$ cat src/rtl/sobel_pkg.sv
// Shared types and defaults for the sobel frame sequencer.
// Holds the controller state enum and an index-width helper.
package sobel_pkg;

  localparam int unsigned DEF_WORD_SIZE = 8;
  localparam int unsigned DEF_ROW_SIZE  = 512;
  localparam int unsigned DEF_NUM_ROWS  = 512;

  typedef enum logic [2:0] {
    IDLE,
    CLEAR,
    RUN,
    DRAIN,
    DONE
  } ctrl_state_t;

  // Width of an index over n items, never below one bit.
  function automatic int unsigned idx_w(input int unsigned n);
    return (n > 1) ? $clog2(n) : 1;
  endfunction

endpackage

$ cat src/rtl/frame_pos_counter.sv
// Raster row/col position counter with clear, enable and wrap.
// Ports: i_clock, i_reset (async low), i_clr, i_en -> o_row, o_sol, o_eol, o_sof, o_eof.
module frame_pos_counter
  import sobel_pkg::*;
#(
  parameter int unsigned ROW_SIZE = DEF_ROW_SIZE,
  parameter int unsigned NUM_ROWS = DEF_NUM_ROWS,
  localparam int unsigned CW = idx_w(ROW_SIZE),
  localparam int unsigned RW = idx_w(NUM_ROWS)
)(
  input  logic          i_clock,
  input  logic          i_reset,
  input  logic          i_clr,
  input  logic          i_en,
  output logic [RW-1:0] o_row,
  output logic          o_sol,
  output logic          o_eol,
  output logic          o_sof,
  output logic          o_eof
);

  localparam logic [CW-1:0] LAST_COL = CW'(ROW_SIZE - 1);
  localparam logic [RW-1:0] LAST_ROW = RW'(NUM_ROWS - 1);

  logic [CW-1:0] r_col;
  logic [RW-1:0] r_row;

  always_ff @(posedge i_clock or negedge i_reset) begin
    if (!i_reset) begin
      r_col <= '0;
      r_row <= '0;
    end else if (i_clr) begin
      r_col <= '0;
      r_row <= '0;
    end else if (i_en) begin
      if (r_col == LAST_COL) begin
        r_col <= '0;
        if (r_row == LAST_ROW) begin
          r_row <= '0;
        end else begin
          r_row <= r_row + RW'(1);
        end
      end else begin
        r_col <= r_col + CW'(1);
      end
    end
  end

  assign o_row = r_row;
  assign o_sol = (r_col == '0);
  assign o_eol = (r_col == LAST_COL);
  assign o_sof = o_sol && (r_row == '0);
  assign o_eof = o_eol && (r_row == LAST_ROW);

endmodule

$ cat src/rtl/sobel_frame_ctrl.sv
// Frame sequencer: feeds one frame into a free-running sobel core,
// drains its window latency with zeros and emits a framed, border-masked
// stream. Ports: i_clock, i_reset (async low), i_start, i_in_valid,
// i_in_pixel, o_in_ready, o_core_reset, o_core_pixel, i_core_result,
// o_out_valid/pixel/sof/eol/eof, o_busy, o_error (sticky), o_done.
module sobel_frame_ctrl
  import sobel_pkg::*;
#(
  parameter int unsigned WORD_SIZE = DEF_WORD_SIZE,
  parameter int unsigned ROW_SIZE = DEF_ROW_SIZE,
  parameter int unsigned NUM_ROWS = DEF_NUM_ROWS,
  parameter int unsigned CORE_LATENCY = ROW_SIZE + 3,
  parameter logic [WORD_SIZE-1:0] BORDER_VALUE = '0
)(
  input  logic                 i_clock,
  input  logic                 i_reset,
  input  logic                 i_start,
  input  logic                 i_in_valid,
  output logic                 o_in_ready,
  input  logic [WORD_SIZE-1:0] i_in_pixel,
  output logic                 o_core_reset,
  output logic [WORD_SIZE-1:0] o_core_pixel,
  input  logic [WORD_SIZE-1:0] i_core_result,
  output logic                 o_out_valid,
  output logic [WORD_SIZE-1:0] o_out_pixel,
  output logic                 o_out_sof,
  output logic                 o_out_eol,
  output logic                 o_out_eof,
  output logic                 o_busy,
  output logic                 o_error,
  output logic                 o_done
);

  localparam int unsigned N   = ROW_SIZE * NUM_ROWS;
  localparam int unsigned FCW = idx_w(N + CORE_LATENCY);
  localparam int unsigned RW  = idx_w(NUM_ROWS);

  localparam logic [FCW-1:0] LAST_IN   = FCW'(N - 1);
  localparam logic [FCW-1:0] LAST_FEED = FCW'(N + CORE_LATENCY - 1);
  localparam logic [FCW-1:0] LAT       = FCW'(CORE_LATENCY);
  localparam logic [RW-1:0]  LAST_ROW  = RW'(NUM_ROWS - 1);

  ctrl_state_t r_state;
  ctrl_state_t w_next;

  logic [FCW-1:0]       r_feed_cnt;
  logic                 r_error;
  logic                 r_done;
  logic                 r_out_valid;
  logic [WORD_SIZE-1:0] r_out_pixel;
  logic                 r_out_sof;
  logic                 r_out_eol;
  logic                 r_out_eof;

  logic          w_feed;
  logic          w_sample;
  logic          w_border;
  logic [RW-1:0] w_row;
  logic          w_sol;
  logic          w_eol;
  logic          w_sof;
  logic          w_eof;

  always_comb begin
    w_next       = r_state;
    w_feed       = 1'b0;
    o_in_ready   = 1'b0;
    o_core_reset = 1'b0;
    o_core_pixel = '0;
    o_busy       = 1'b1;
    unique case (r_state)
      IDLE: begin
        o_core_reset = 1'b1;
        o_busy       = 1'b0;
        if (i_start) w_next = CLEAR;
      end
      CLEAR: begin
        o_core_reset = 1'b1;
        w_next       = RUN;
      end
      RUN: begin
        o_in_ready   = 1'b1;
        o_core_pixel = i_in_pixel;
        w_feed       = i_in_valid;
        // The core cannot stall, so a gap aborts the frame.
        if (!i_in_valid) begin
          w_next = IDLE;
        end else if (r_feed_cnt == LAST_IN) begin
          w_next = DRAIN;
        end
      end
      DRAIN: begin
        w_feed = 1'b1;
        if (r_feed_cnt == LAST_FEED) w_next = DONE;
      end
      DONE: begin
        w_next = IDLE;
      end
      default: begin
        w_next       = IDLE;
        o_core_reset = 1'b1;
        o_busy       = 1'b0;
      end
    endcase
  end

  // Core result for frame pixel k is valid at feed_cnt = k + latency.
  assign w_sample = w_feed && (r_feed_cnt >= LAT);

  assign w_border = (w_row == '0) || (w_row == LAST_ROW)
                    || w_sol || w_eol;

  frame_pos_counter #(
    .ROW_SIZE (ROW_SIZE),
    .NUM_ROWS (NUM_ROWS)
  ) u_pos (
    .i_clock (i_clock),
    .i_reset (i_reset),
    .i_clr   (r_state == CLEAR),
    .i_en    (w_sample),
    .o_row   (w_row),
    .o_sol   (w_sol),
    .o_eol   (w_eol),
    .o_sof   (w_sof),
    .o_eof   (w_eof)
  );

  always_ff @(posedge i_clock or negedge i_reset) begin
    if (!i_reset) begin
      r_state     <= IDLE;
      r_feed_cnt  <= '0;
      r_error     <= 1'b0;
      r_done      <= 1'b0;
      r_out_valid <= 1'b0;
      r_out_pixel <= '0;
      r_out_sof   <= 1'b0;
      r_out_eol   <= 1'b0;
      r_out_eof   <= 1'b0;
    end else begin
      r_state <= w_next;
      if (r_state == CLEAR) begin
        r_feed_cnt <= '0;
      end else if (w_feed && (r_feed_cnt != LAST_FEED)) begin
        r_feed_cnt <= r_feed_cnt + FCW'(1);
      end
      if ((r_state == IDLE) && i_start) begin
        r_error <= 1'b0;
      end else if ((r_state == RUN) && !i_in_valid) begin
        r_error <= 1'b1;
      end
      // Delayed so the pulse lands after the registered eof beat.
      r_done      <= (r_state == DONE);
      r_out_valid <= w_sample;
      r_out_sof   <= w_sample && w_sof;
      r_out_eol   <= w_sample && w_eol;
      r_out_eof   <= w_sample && w_eof;
      if (!w_sample) begin
        r_out_pixel <= '0;
      end else if (w_border) begin
        r_out_pixel <= BORDER_VALUE;
      end else begin
        r_out_pixel <= i_core_result;
      end
    end
  end

  assign o_error     = r_error;
  assign o_done      = r_done;
  assign o_out_valid = r_out_valid;
  assign o_out_pixel = r_out_pixel;
  assign o_out_sof   = r_out_sof;
  assign o_out_eol   = r_out_eol;
  assign o_out_eof   = r_out_eof;

endmodule

$ cat config.mk
export PLATFORM = sky130hd
export DESIGN_NAME = sobel_frame_ctrl
export DESIGN_NICKNAME = d
export VERILOG_FILES = /design/src/rtl/sobel_pkg.sv /design/src/rtl/frame_pos_counter.sv /design/src/rtl/sobel_frame_ctrl.sv
export SDC_FILE = /design/constraint.sdc
export NUM_CORES = 1
export LEC_CHECK = 0
export BUFFER_PORTS_ARGS = -buffer_cell sky130_fd_sc_hd__buf_2
export CORE_MARGIN = 2
export CORE_UTILIZATION = 45
export DETAILED_ROUTE_END_ITERATION = 6
export PLACE_DENSITY = 0.66
export SLEW_MARGIN = 20
export SYNTH_ARGS = -nofsm -noshare
export SYNTH_HDL_FRONTEND = slang
export SYNTH_SLANG_ARGS = --single-unit
$ cat constraint.sdc
create_clock -name i_clock -period 4.5 [get_ports i_clock]
set_clock_uncertainty 0.05 [all_clocks]
set_input_delay 0.9 -clock i_clock [delete_from_list [all_inputs] [get_ports i_clock]]
set_output_delay 0.9 -clock i_clock [all_outputs]
set_load 0.02 [all_outputs]
==> flow_metrics.tcl <==
set metrics [dict create \
    yosys_warnings 0 \
    gr-usage-met2_pct 29.8 \
    power_frac_comb_pct 28.2 \
    via_count 2324 \
    cts.htree.levels 2 \
    tightest_slew_ns 0.954 \
    synth_mux_area_share_pct 1.12 \
    cp-start-kind "register" \
    cts-hold-fix-buffers 0 \
    use_met3_pct 3.26 \
    crit_type "reg -> reg" \
    synthAdderAreaFrac_pct 3.60 \
    core_sq_um 5960 \
    syn_nets 325 \
    syn_to_final_growth_pct 14.0 \
    min_path_type "reg -> reg" \
    core.rowCount 28 \
    period_share_pct 65.1 \
    finalMaxSlewViolations 0 \
    final_util_pct 53.3 \
    io_pins 45 \
    chipHeight_microns 82.6 \
    ys_seq_area_share_pct 48.6 \
    fin_tns_setup_ns 0 \
    multi_input_area_sq_um 1340 \
    p_seq_share_pct 47.4 \
    cts_tree "yes" \
    dr.first_iter.drc_count 159 \
    setup_viol 0 \
    fin_crit_ns 2.93 \
    clk_pin_slew_ns 0.10 \
    p_int_mw 0.731 \
    synth.top_cell.area_share_pct 48.6 \
    grt_pass1_vias 2089 \
    clock_latency_ns 0.31 \
    io_buffers 44 \
    ant_nets 0 \
    maxCapViolCount 0 \
    ys_ff_latch 54 \
    crit_fanout 11 \
    synth_xor_area_share_pct 3.78 \
    synth-simple-area-share_pct 27.8 \
    syn_avg_cell_area_sq_um 9.37 \
    num-fill-cells 543 \
    power.leakage_nw 1.55 \
    post_cts_buffers 0 \
    regArea_sq_um 1350 \
    synth_ff_type "dfrtp_1" \
    dieArea_sq_um 6830 \
    nets 369 \
    wl_per_cell_microns 13.4 \
    yosys-top-cells-area "dfrtp_1 49%, nor2_1 4.5%, and2_1 3.8%" \
    place.gp.congestion 0.821 \
    ir_drop_uv 205 \
    drc 0 \
    syn_inst 297 \
    rsz0062_at_grt "no" \
    cts_root_buf "clkbuf_8" \
    yosys-top-cells-count "54 x dfrtp_1, 33 x nor2_1, 28 x nand2_1" \
    clockPowerShare_pct 24.3 \
    synth_edf_count 0 \
    grt-busiest-layer "met2" \
    diodes 0 \
    ys_types 41 \
    required_ns 4.66 \
    finalWirelength_mm 5.60 \
    grt_pass1_wl_mm 9.30 \
    yosysMostFrequentCell "dfrtp_1" \
    place_hpwl_mm 3.92 \
    hold_viol 0 \
    netlist_area_sq_um 2780 \
    power.density_nw_per_um2 369 \
    switching_share_pct 37.5 \
    arrival_ns 3.09 \
    status "completed" \
    die_w_microns 82.6 \
    critPathCaptureType "register" \
    initial_core_util_pct 46.7 \
    yosys.area.top_type "dfrtp_1" \
    p_sw_mw 0.439 \
    synth_compound_area_share_pct 12.1 \
    fmax_mhz 341 \
    ys_async_sr_fraction_pct 100 \
    numCtsBuffers 5 \
    grt_usage_pct 17.6 \
    grt_overflow 0 \
    clock-sinks 54 \
    grt_util_met1_pct 22.3 \
    drive_gt1_share_pct 19.6 \
    grt_start_max_net_pins 55 \
    cts_buffer_depth 2 \
    first_pass_iters 4 \
    routed_via_density 5.57 \
    antenna_found_initial 0 \
    slew_headroom_pct 36.0 \
    synth_top_family_by_area "simple AND/OR/NAND/NOR gates" \
    cts_resized 0 \
]
## critical path, cell delays in order, from the launching register on
cell and delay, ns:
dfrtp_1 0.41, ha_1 0.21, and3_1 0.20, and3_1 0.19, and3_1 0.16, ha_1 0.34
inv_1 0.13, nor3_1 0.19, o21ai_0 0.12, buf_4 0.19, inv_1 0.15, nand2_1 0.17
o41ai_1 0.32
## logic make-up after synthesis
group,count (synthesis)
DFF,54
and+or+nand+nor,147
AOI/OAI and AO/OA,51
xor gates and xnor gates,12
muxes,3
buffers and inverters,22
adders and majority gates,8
## path summary, 6_finish.rpt
kind	from	endpoint	slack, ns	cells after the start
worst max register to register	u_pos.r_col[0]	u_pos.o_row[6]	1.57	12
max in group asynchronous	i_reset	o_done	3.30	2
min in group asynchronous	i_reset	u_pos.r_col[4]	0.63	2
worst max-delay path	u_pos.r_col[0]	u_pos.o_row[6]	1.57	12
worst min register to register	r_state[2]	r_state[1]	0.50	1
worst min-delay path	r_state[2]	r_state[1]	0.50	1
## metal layers
metal	vias up	share of wire, %
met1	1132	46
met3	8	3.2
met2	43	50
met4	0	1.5
met5	-	0
li1	1141	-
## cells in the final DEF (no fill, tap or decap), types with 5 or more instances in the layout
master,Yosys,routed
dfrtp_1,54,54
buf_2,3,44
nor2_1,33,33
nand2_1,28,28
and2_1,17,17
nand3_1,16,16
o21ai_0,14,14
a21oi_1,13,13
inv_1,12,12
and3_1,10,10
nor3_1,9,9
xor2_1,8,8
ha_1,8,8
nand4_1,7,7
o211ai_1,6,6
nor4_1,5,5
clkbuf_8,0,5
## area by class of cell
cell class / instances / share of cell area [%]
tap: 75 / 2.96
sequential: 54 / 42.6
timing repair buffer: 47 / 7.65
multi-input combinational: 221 / 42.4
clock inverter: 3 / 0.828
clock buffer: 5 / 2.17
inverter: 12 / 1.42
## sequential cells by signal, summed over array words and instances (netlist names), 3 cells and up
signal	cells
u_pos.r_col	9
o_out_pixel	8
r_feed_cnt	19
r_state	3
u_pos.o_row	9
## power groups by stage
stage	logic (mW)	clock network [mW]	registers [mW]
global placement	0.328	0	0.562
detailed placement	0.333	0	0.563
CTS	0.333	0.295	0.554
floorplan	0.243	0	0.545
global route	0.369	0.314	0.560
finish	0.330	0.285	0.555
## metrics by stage
stage	hold WS [ns]	area (sq um)	power (mW)	worst slack (ns)	instances
floorplan	0.430	2780	0.788	2.00	297
global placement	0.467	3080	0.891	1.68	409
CTS	0.497	3170	1.18	1.59	417
detailed placement	0.483	3080	0.896	1.61	409
global route	0.525	3170	1.24	1.26	417
finish	0.496	3170	1.17	1.57	417
(Power assumes the default switching activity.)
